`src/rtl/dbg_step_ctrl_if.sv`:
```
// Host register slave bus for dbg_step_ctrl: single-cycle writes,
// reads answered one cycle later with a valid pulse.
interface dbg_step_ctrl_if #(
    parameter int W      = 32,
    parameter int ADDR_W = 6
);
    logic [ADDR_W-1:0] avs_address;
    logic              avs_read;
    logic              avs_write;
    logic [W-1:0]      avs_writedata;
    logic [W-1:0]      avs_readdata;
    logic              avs_readdatavalid;

    modport master (
        output avs_address, avs_read, avs_write, avs_writedata,
        input  avs_readdata, avs_readdatavalid
    );

    modport slave (
        input  avs_address, avs_read, avs_write, avs_writedata,
        output avs_readdata, avs_readdatavalid
    );
endinterface

```
`src/rtl/dbg_step_ctrl.sv`:
```
// Debug run control: gates the core clock enable (run/halt/step/breakpoint)
// and snapshots the debug channels whenever the core halts.
module dbg_step_ctrl #(
    parameter int W            = 32,
    parameter int CHANNELS     = 33,
    parameter int ADDR_W       = 6,
    parameter int RUN_ON_RESET = 0
) (
    input  logic                  dbg_clk_clk,
    input  logic                  dbg_reset_reset,
    input  logic [CHANNELS*W-1:0] dbg_chan_export,
    output logic                  dbg_clock_export,
    dbg_step_ctrl_if.slave        avs
);
    typedef enum logic [1:0] {
        HALTED   = 2'd0,
        RUNNING  = 2'd1,
        STEPPING = 2'd2
    } state_e;

    localparam state_e RESET_STATE = (RUN_ON_RESET != 0) ? RUNNING : HALTED;
    localparam logic   RESET_RUN   = (RUN_ON_RESET != 0);

    state_e                state_q, state_d;
    logic [W-1:0]          remain_q, remain_d;
    logic [W-1:0]          step_cnt_q, step_cnt_d;
    logic [W-1:0]          bkpt_q, bkpt_d;
    logic [W-1:0]          cycle_q, cycle_d;
    logic [W-1:0]          rdata_q, rdata_d;
    logic                  rvalid_q, rvalid_d;
    logic                  err_q, err_d;
    logic                  hit_q, hit_d;
    logic                  snap_valid_q, snap_valid_d;
    logic                  run_first_q, run_first_d;
    logic                  halt_first_q, halt_first_d;
    logic [CHANNELS*W-1:0] snap_q, snap_d;

    logic         ctrl_wr;
    logic         do_run, do_halt, do_step, do_snap, do_clr;
    logic         status_rd;
    logic         bkpt_match;
    logic         capture;
    logic [W-1:0] status;
    logic [W-1:0] rd_mux;

    assign ctrl_wr   = avs.avs_write && (avs.avs_address == '0);
    assign do_run    = ctrl_wr && avs.avs_writedata[0];
    assign do_halt   = ctrl_wr && avs.avs_writedata[1];
    assign do_step   = ctrl_wr && avs.avs_writedata[2];
    assign do_snap   = ctrl_wr && avs.avs_writedata[3];
    assign do_clr    = ctrl_wr && avs.avs_writedata[4];
    assign status_rd = avs.avs_read && (avs.avs_address == ADDR_W'(1));

    // The first running cycle ignores the compare so the core can leave a breakpoint.
    assign bkpt_match = (state_q == RUNNING) && !run_first_q && bkpt_q[0]
                     && (dbg_chan_export[W-1:2] == bkpt_q[W-1:2]);

    assign dbg_clock_export = ((state_q == RUNNING) && !bkpt_match)
                           || (state_q == STEPPING);

    assign capture = do_snap || halt_first_q;

    always_comb begin
        state_d  = state_q;
        remain_d = remain_q;
        err_d    = err_q && !status_rd;
        hit_d    = hit_q && !status_rd;
        unique case (state_q)
            HALTED: begin
                if (!do_halt) begin
                    if (do_step) begin
                        if (step_cnt_q == '0) begin
                            err_d = 1'b1;
                        end else begin
                            state_d  = STEPPING;
                            remain_d = step_cnt_q;
                        end
                    end else if (do_run) begin
                        state_d = RUNNING;
                    end
                end
            end
            RUNNING: begin
                if (do_halt) begin
                    state_d = HALTED;
                end else begin
                    if (do_step) err_d = 1'b1;
                    if (bkpt_match) begin
                        state_d = HALTED;
                        hit_d   = 1'b1;
                    end
                end
            end
            STEPPING: begin
                remain_d = remain_q - W'(1);
                if (do_halt || (remain_q == W'(1))) state_d = HALTED;
            end
            default: state_d = HALTED;
        endcase
    end

    always_comb begin
        step_cnt_d = step_cnt_q;
        bkpt_d     = bkpt_q;
        if (avs.avs_write && (avs.avs_address == ADDR_W'(2)))
            step_cnt_d = avs.avs_writedata;
        if (avs.avs_write && (avs.avs_address == ADDR_W'(3)))
            bkpt_d = {avs.avs_writedata[W-1:2], 1'b0, avs.avs_writedata[0]};
        cycle_d = do_clr ? '0 : cycle_q + {{(W-1){1'b0}}, dbg_clock_export};
        snap_d  = capture ? dbg_chan_export : snap_q;
        snap_valid_d = snap_valid_q;
        if ((state_q == HALTED) && (state_d != HALTED)) snap_valid_d = 1'b0;
        if (capture) snap_valid_d = 1'b1;
        halt_first_d = (state_q != HALTED) && (state_d == HALTED);
        run_first_d  = (state_q != RUNNING) && (state_d == RUNNING);
    end

    always_comb begin
        status      = '0;
        status[4:0] = {hit_q, err_q, snap_valid_q, state_q};
        rd_mux      = '0;
        case (avs.avs_address)
            ADDR_W'(1): rd_mux = status;
            ADDR_W'(2): rd_mux = step_cnt_q;
            ADDR_W'(3): rd_mux = bkpt_q;
            ADDR_W'(4): rd_mux = cycle_q;
            default: begin
                for (int i = 0; i < CHANNELS; i++)
                    if (avs.avs_address == ADDR_W'(i + 5))
                        rd_mux = snap_q[i*W +: W];
            end
        endcase
        rdata_d  = avs.avs_read ? rd_mux : rdata_q;
        rvalid_d = avs.avs_read;
    end

    always_ff @(posedge dbg_clk_clk or posedge dbg_reset_reset) begin
        if (dbg_reset_reset) begin
            state_q      <= RESET_STATE;
            remain_q     <= '0;
            step_cnt_q   <= '0;
            bkpt_q       <= '0;
            cycle_q      <= '0;
            rdata_q      <= '0;
            rvalid_q     <= 1'b0;
            err_q        <= 1'b0;
            hit_q        <= 1'b0;
            snap_valid_q <= 1'b0;
            run_first_q  <= RESET_RUN;
            halt_first_q <= 1'b0;
            snap_q       <= '0;
        end else begin
            state_q      <= state_d;
            remain_q     <= remain_d;
            step_cnt_q   <= step_cnt_d;
            bkpt_q       <= bkpt_d;
            cycle_q      <= cycle_d;
            rdata_q      <= rdata_d;
            rvalid_q     <= rvalid_d;
            err_q        <= err_d;
            hit_q        <= hit_d;
            snap_valid_q <= snap_valid_d;
            run_first_q  <= run_first_d;
            halt_first_q <= halt_first_d;
            snap_q       <= snap_d;
        end
    end

    assign avs.avs_readdata      = rdata_q;
    assign avs.avs_readdatavalid = rvalid_q;
endmodule

```
`src/flat_wrapper.sv`:
```
// flat-port wrapper written by rule: the top's interface ports become plain ports
module dbg_step_ctrl_flat 
#(
    parameter int W            = 32,
    parameter int CHANNELS     = 33,
    parameter int ADDR_W       = 6,
    parameter int RUN_ON_RESET = 0
)
  (dbg_clk_clk, dbg_reset_reset, dbg_chan_export, dbg_clock_export, avs_avs_address, avs_avs_read, avs_avs_write, avs_avs_writedata, avs_avs_readdata, avs_avs_readdatavalid);
  dbg_step_ctrl_if #(.W(W), .ADDR_W(ADDR_W)) avs_i ();
  input  logic dbg_clk_clk;
  input  logic dbg_reset_reset;
  input  logic [CHANNELS*W-1:0] dbg_chan_export;
  output logic dbg_clock_export;
  input wire logic [$bits(avs_i.avs_address)-1:0] avs_avs_address;
  input wire logic [$bits(avs_i.avs_read)-1:0] avs_avs_read;
  input wire logic [$bits(avs_i.avs_write)-1:0] avs_avs_write;
  input wire logic [$bits(avs_i.avs_writedata)-1:0] avs_avs_writedata;
  output wire logic [$bits(avs_i.avs_readdata)-1:0] avs_avs_readdata;
  output wire logic [$bits(avs_i.avs_readdatavalid)-1:0] avs_avs_readdatavalid;
  assign avs_i.avs_address = avs_avs_address;
  assign avs_i.avs_read = avs_avs_read;
  assign avs_i.avs_write = avs_avs_write;
  assign avs_i.avs_writedata = avs_avs_writedata;
  assign avs_avs_readdata = avs_i.avs_readdata;
  assign avs_avs_readdatavalid = avs_i.avs_readdatavalid;
  dbg_step_ctrl #(.W(W), .CHANNELS(CHANNELS), .ADDR_W(ADDR_W), .RUN_ON_RESET(RUN_ON_RESET)) u_core (.dbg_clk_clk(dbg_clk_clk), .dbg_reset_reset(dbg_reset_reset), .dbg_chan_export(dbg_chan_export), .dbg_clock_export(dbg_clock_export), .avs(avs_i));
endmodule
```
`config.mk`:
```
export PLATFORM = sky130hd
export DESIGN_NAME = dbg_step_ctrl_flat
export DESIGN_NICKNAME = d
export VERILOG_FILES = /design/src/rtl/dbg_step_ctrl_if.sv /design/src/rtl/dbg_step_ctrl.sv /design/src/flat_wrapper.sv
export SDC_FILE = /design/constraint.sdc
export NUM_CORES = 2
export LEC_CHECK = 0
export CAP_MARGIN = 40
export CORE_AREA = 2 2 447 449
export DETAILED_ROUTE_END_ITERATION = 10
export DIE_AREA = 0 0 449 451
export GPL_ROUTABILITY_DRIVEN = 0
export PLACE_DENSITY_LB_ADDON = 0.3
export SYNTH_ARGS = -nofsm -noshare
export SYNTH_HDL_FRONTEND = slang
export SYNTH_SLANG_ARGS = --single-unit
```
`constraint.sdc`:
```
create_clock -name dbg_clk_clk -period 85.1 [get_ports dbg_clk_clk]
set_clock_uncertainty 0.05 [all_clocks]
set_input_delay 17.02 -clock dbg_clk_clk [delete_from_list [all_inputs] [get_ports dbg_clk_clk]]
set_output_delay 17.02 -clock dbg_clk_clk [all_outputs]
set_load 0.03 [all_outputs]
```
==> results.md <==
Routing:
- The total wirelength of the detailed-routed design is 305000 um.
- For this block, the initial DRC count from the detailed router was 4914.
- The first detailed-routing pass took 7 iterations.
- The post-detailed-route via-to-cell ratio is 5.48.
- In the routed design, unresolved DRC markers number 0.
- The detail route stage leaves a number of antenna-violating nets equal to 0.
- Detailed routing inserted a total of 47200 vias.
- In the final routed layout, each cell accounts on average for 35.4 um.

Power and ir drop:
- The switching power total is 0.000727 W.
- The internal power contribution is 0.00157 W.
- The leakage power total is 31.3 nW.
- The worst vdd rail ir drop is 0.0188 mV.
- Of the total power, registers draw 0.455.
- Of the total power, the share spent switching nets is 0.316.
- The total power density per cell area is 29.6 mW/mm2.
- The share of total power dissipated in combinational logic is 0.260.
- The share of total power dissipated in the clock network is 0.286.

Floorplan:
- The die width is 449 um.
- Pin placement for this block handled 1132 I/O pins.
- The cell row count is 164.
- The area of the core is 0.198 mm2.
- The total die area is 0.202 mm2.
- The starting utilization of the core area is 0.291.
- The die extent in y is 451 um.

Yosys:
- The portion of the post-synthesis area used by sequential elements is 0.531.
- The number of nets produced by synthesis is 5736.
- The share of flip-flops with an asynchronous set or reset is 1.00.
- The Yosys step of the flow raised 0 warnings.
- In this run, synthesis produced a sequential element count of 1223.
- Counting every instance in the synthesized netlist gives 4634.
- Yosys mapped a number of flops with a built-in enable equal to 0.
- The average instance area after synthesis is 12.4 um2.
- The dominant synthesized flop cell is dfrtp_1.
- The netlist uses 94 different library cells.
- The cell area that synthesis handed to floorplanning was 0.0576 mm2.

Layout:
- The filler cell count in the final layout is 19200.
- The non-filler instance count after layout is 8610.
- The area of combinational cells with multiple inputs is 0.0254 mm2.
- The share of post-route cells with drive strength above 1 is 0.288.
- The combined flip-flop and latch cell area is 0.0306 mm2.
- Compared with the post-synthesis result, the final layout area differs by 35.0%.
- Leaving out fill and tap cells, the most frequent cell in the layout is dfrtp_1.
- At the end of the flow, the number of nets in the layout was 6866.
- Leaving out fill and tap cells, the most frequent cells in the layout are 1223 x dfrtp_1, 1178 x mux2_2, 1125 x clkdlybuf4s50_1.

Timing:
- Based on the critical path, the design can be clocked at up to 0.0270 GHz.
- The count of endpoints failing hold in the final timing report is 0.
- At the pin with the least slew margin, the transition time is 1.19 ns.
- The setup TNS is 0 ns.
- The worst slew slack as a fraction of its limit is 0.206.
- The worst path needs 37.11 ns of the cycle, external delays included.
- Setup violations remaining at the end of the flow were counted as 0.
- Setup repair after global routing left no endpoint under its margin.
- The post-route clock period utilization is 0.436.
- The final number of max-transition violations was 0.

Clocking:
- The number of buffers added to fix hold violations after cts is 0.
- The clock tree buffer depth is 3.
- After clock tree synthesis, the clock-pin slew on the worst setup and hold paths is 0.06 ns.
- The quantity of gates resized following cts is 0.
- The TritonCTS buffer count is 149.
- The clock net sink count is 1223.
- The H-tree generated during clock tree synthesis spans 4 levels.
- TritonCTS built the clock tree.
- The clock network latency to the later pin of the worst-skew pair is 0.87 ns.
- The tree is rooted in a clkbuf_16.
- The number of buffers inserted to repair setup after CTS is 0.

Worst setup path:
- Along the worst path, the maximum fanout reaches 3.
- The maximum cell stage delay along the critical path is 0.69 ns.
- For the worst flop-to-flop path, the logic depth is 9.
- For flop-to-flop paths, the worst setup slack is 79.39 ns.
- STA classifies the critical path startpoint as an input pin.
- On the critical path the largest part of the delay comes from simple AND/OR/NAND/NOR gates.
- Traced cell by cell, the critical path runs through clkdlybuf4s50_1 > xor2_1 > nor4b_1 > nand4_1 > nor4_1 > o21ai_0 > clkdlybuf4s50_1.
- The critical path's most frequent cell is clkdlybuf4s50_1.
- The largest individual stage delay along the critical path comes from the cell clkdlybuf4s50_1.
- STA classifies the critical path endpoint as an output pin.
- The worst register-to-register path begins at u_core.halt_first_q.
- The critical path starts at dbg_chan_export[28].
- Data on the critical path is required at its endpoint by 68.03 ns.
- The critical path data arrival time is 20.04 ns.
- The worst register-to-register path ends at u_core.snap_q[768].
- The critical path is of the in -> out type.
- The number of buffer and inverter instances along the worst setup path is 2.

Global routing:
- The number of global-route vias before repair is 47500.
- The global-route usage over all layers is 0.292.
- The first-pass GRT wire length is 408000 um.
- The sum of overflow across all layers after global routing is 0.
- The number of antenna violations at the first check in global routing is 126.
- The pin count of the biggest net entering global routing is 177.

Place:
- The number of buffers inserted by port buffering is 1131.
- The count of placed standard cells including taps is 8267.
- Summed over all nets, the half-perimeter wirelength after detailed placement is 235000 um.

Flow run:
- The max-cap check violation count is 0.

Status:
- The run finished with clean final reports.

Worst hold path:
- The launch instance of the worst min-delay path is u_core.snap_q[34].
- In this run the worst hold path is classified as reg -> reg.
- Counting instances, the worst hold path has a depth of 1.
- The path with the worst hold slack has its endpoint at u_core.snap_q[34].
-- stage by stage --
stage | utilization | setup WS, ns | instance area [um2] | hold WS, ns | total power, W
3_3_place_gp | 0.362 | 48.10 | 71800 | 0.424 | 0.00161
3_5_place_dp | 0.366 | 48.03 | 72600 | 0.433 | 0.00164
6_report | 0.392 | 47.99 | 77800 | 0.447 | 0.00230
2_1_floorplan | - | 33.57 | 57600 | 0.399 | 0.00138
5_1_grt | 0.392 | 47.92 | 77800 | 0.456 | 0.00240
4_1_cts | 0.392 | 48.01 | 77600 | 0.444 | 0.00230
-- logic make-up (layout without fill, tap and decap cells) --
family | after synthesis | count (layout) | synth area share
xor gates and xnor gates | 57 | 57 | 0.00866
other | 0 | 70 | 0
DFF | 1223 | 1223 | 0.531
buffers and inverters | 369 | 1619 | 0.0307
muxes | 1277 | 1277 | 0.252
adders and majority gates | 4 | 4 | 0.000869
and+or+nand+nor | 697 | 697 | 0.0602
AOI/OAI and AO/OA | 1007 | 1007 | 0.116
-- cell usage after synthesis, drive strengths merged, types with 28 or more instances --
cell type	instances	share of area
mux2	1178	0.23
nor3	60	0.0052
o22ai	106	0.012
xor2	37	0.0056
mux2i	78	0.014
o211ai	34	0.0044
dfrtp	1223	0.53
a22oi	97	0.013
clkbuf	94	0.0061
a31oi	28	0.0030
nand3	70	0.0061
buf	252	0.023
o21ai	199	0.017
nand2	165	0.011
o221ai	35	0.0053
nor2	235	0.016
a21oi	242	0.021
a221oi	29	0.0044
-- registers in the layout, indices dropped and copies added, names as in the netlist, 2 cells and up --
name                     flops
u_core.remain_q             32
u_core.avs.avs_readdata     32
u_core.snap_q             1056
u_core.bkpt_q               31
u_core.state_q               2
u_core.cycle_q              32
u_core.step_cnt_q           32
-- power groups by stage --
stage | combinational (W) | sequential (W) | clock, W
finish | 0.000597 | 0.00105 | 0.000657
CTS | 0.000599 | 0.00104 | 0.000668
global placement | 0.000575 | 0.00103 | 0
floorplan | 0.000402 | 0.000974 | 0
detailed placement | 0.000595 | 0.00104 | 0
global route | 0.000637 | 0.00107 | 0.000690
-- layer usage --
layer / global-route usage / vias to the layer above / wire length (um)
li1: - / 19700 / -
met1: 0.365 / 24500 / 121000
met2: 0.472 / 2374 / 145000
met3: 0.0780 / 533 / 25300
met4: 0.134 / 82 / 13000
met5: 0 / - / 504
-- how the worst max path moves through the flow --
| stage | endpoint | slack [ns] | cells past startpoint |
|---|---|---|---|
| floorplan | u_core.avs.avs_readdata[0] | 33.57 | 1 |
| global placement | dbg_clock_export | 48.10 | 7 |
| detailed placement | dbg_clock_export | 48.03 | 7 |
| CTS | dbg_clock_export | 48.01 | 7 |
| global route | dbg_clock_export | 47.92 | 7 |
| finish | dbg_clock_export | 47.99 | 7 |
-- area by class of cell --
| class | count | area share |
|---|---|---|
| Clock buffer | 225 | 0.0558 |
| Tap cell | 2656 | 0.0427 |
| Antenna cell | 70 | 0.00225 |
| Inverter | 23 | 0.00125 |
| Timing Repair Buffer | 1325 | 0.169 |
| Multi-Input combinational cell | 3042 | 0.327 |
| Sequential cell | 1223 | 0.393 |
| Clock inverter | 46 | 0.00865 |
Power figures use the tool's default switching activity.
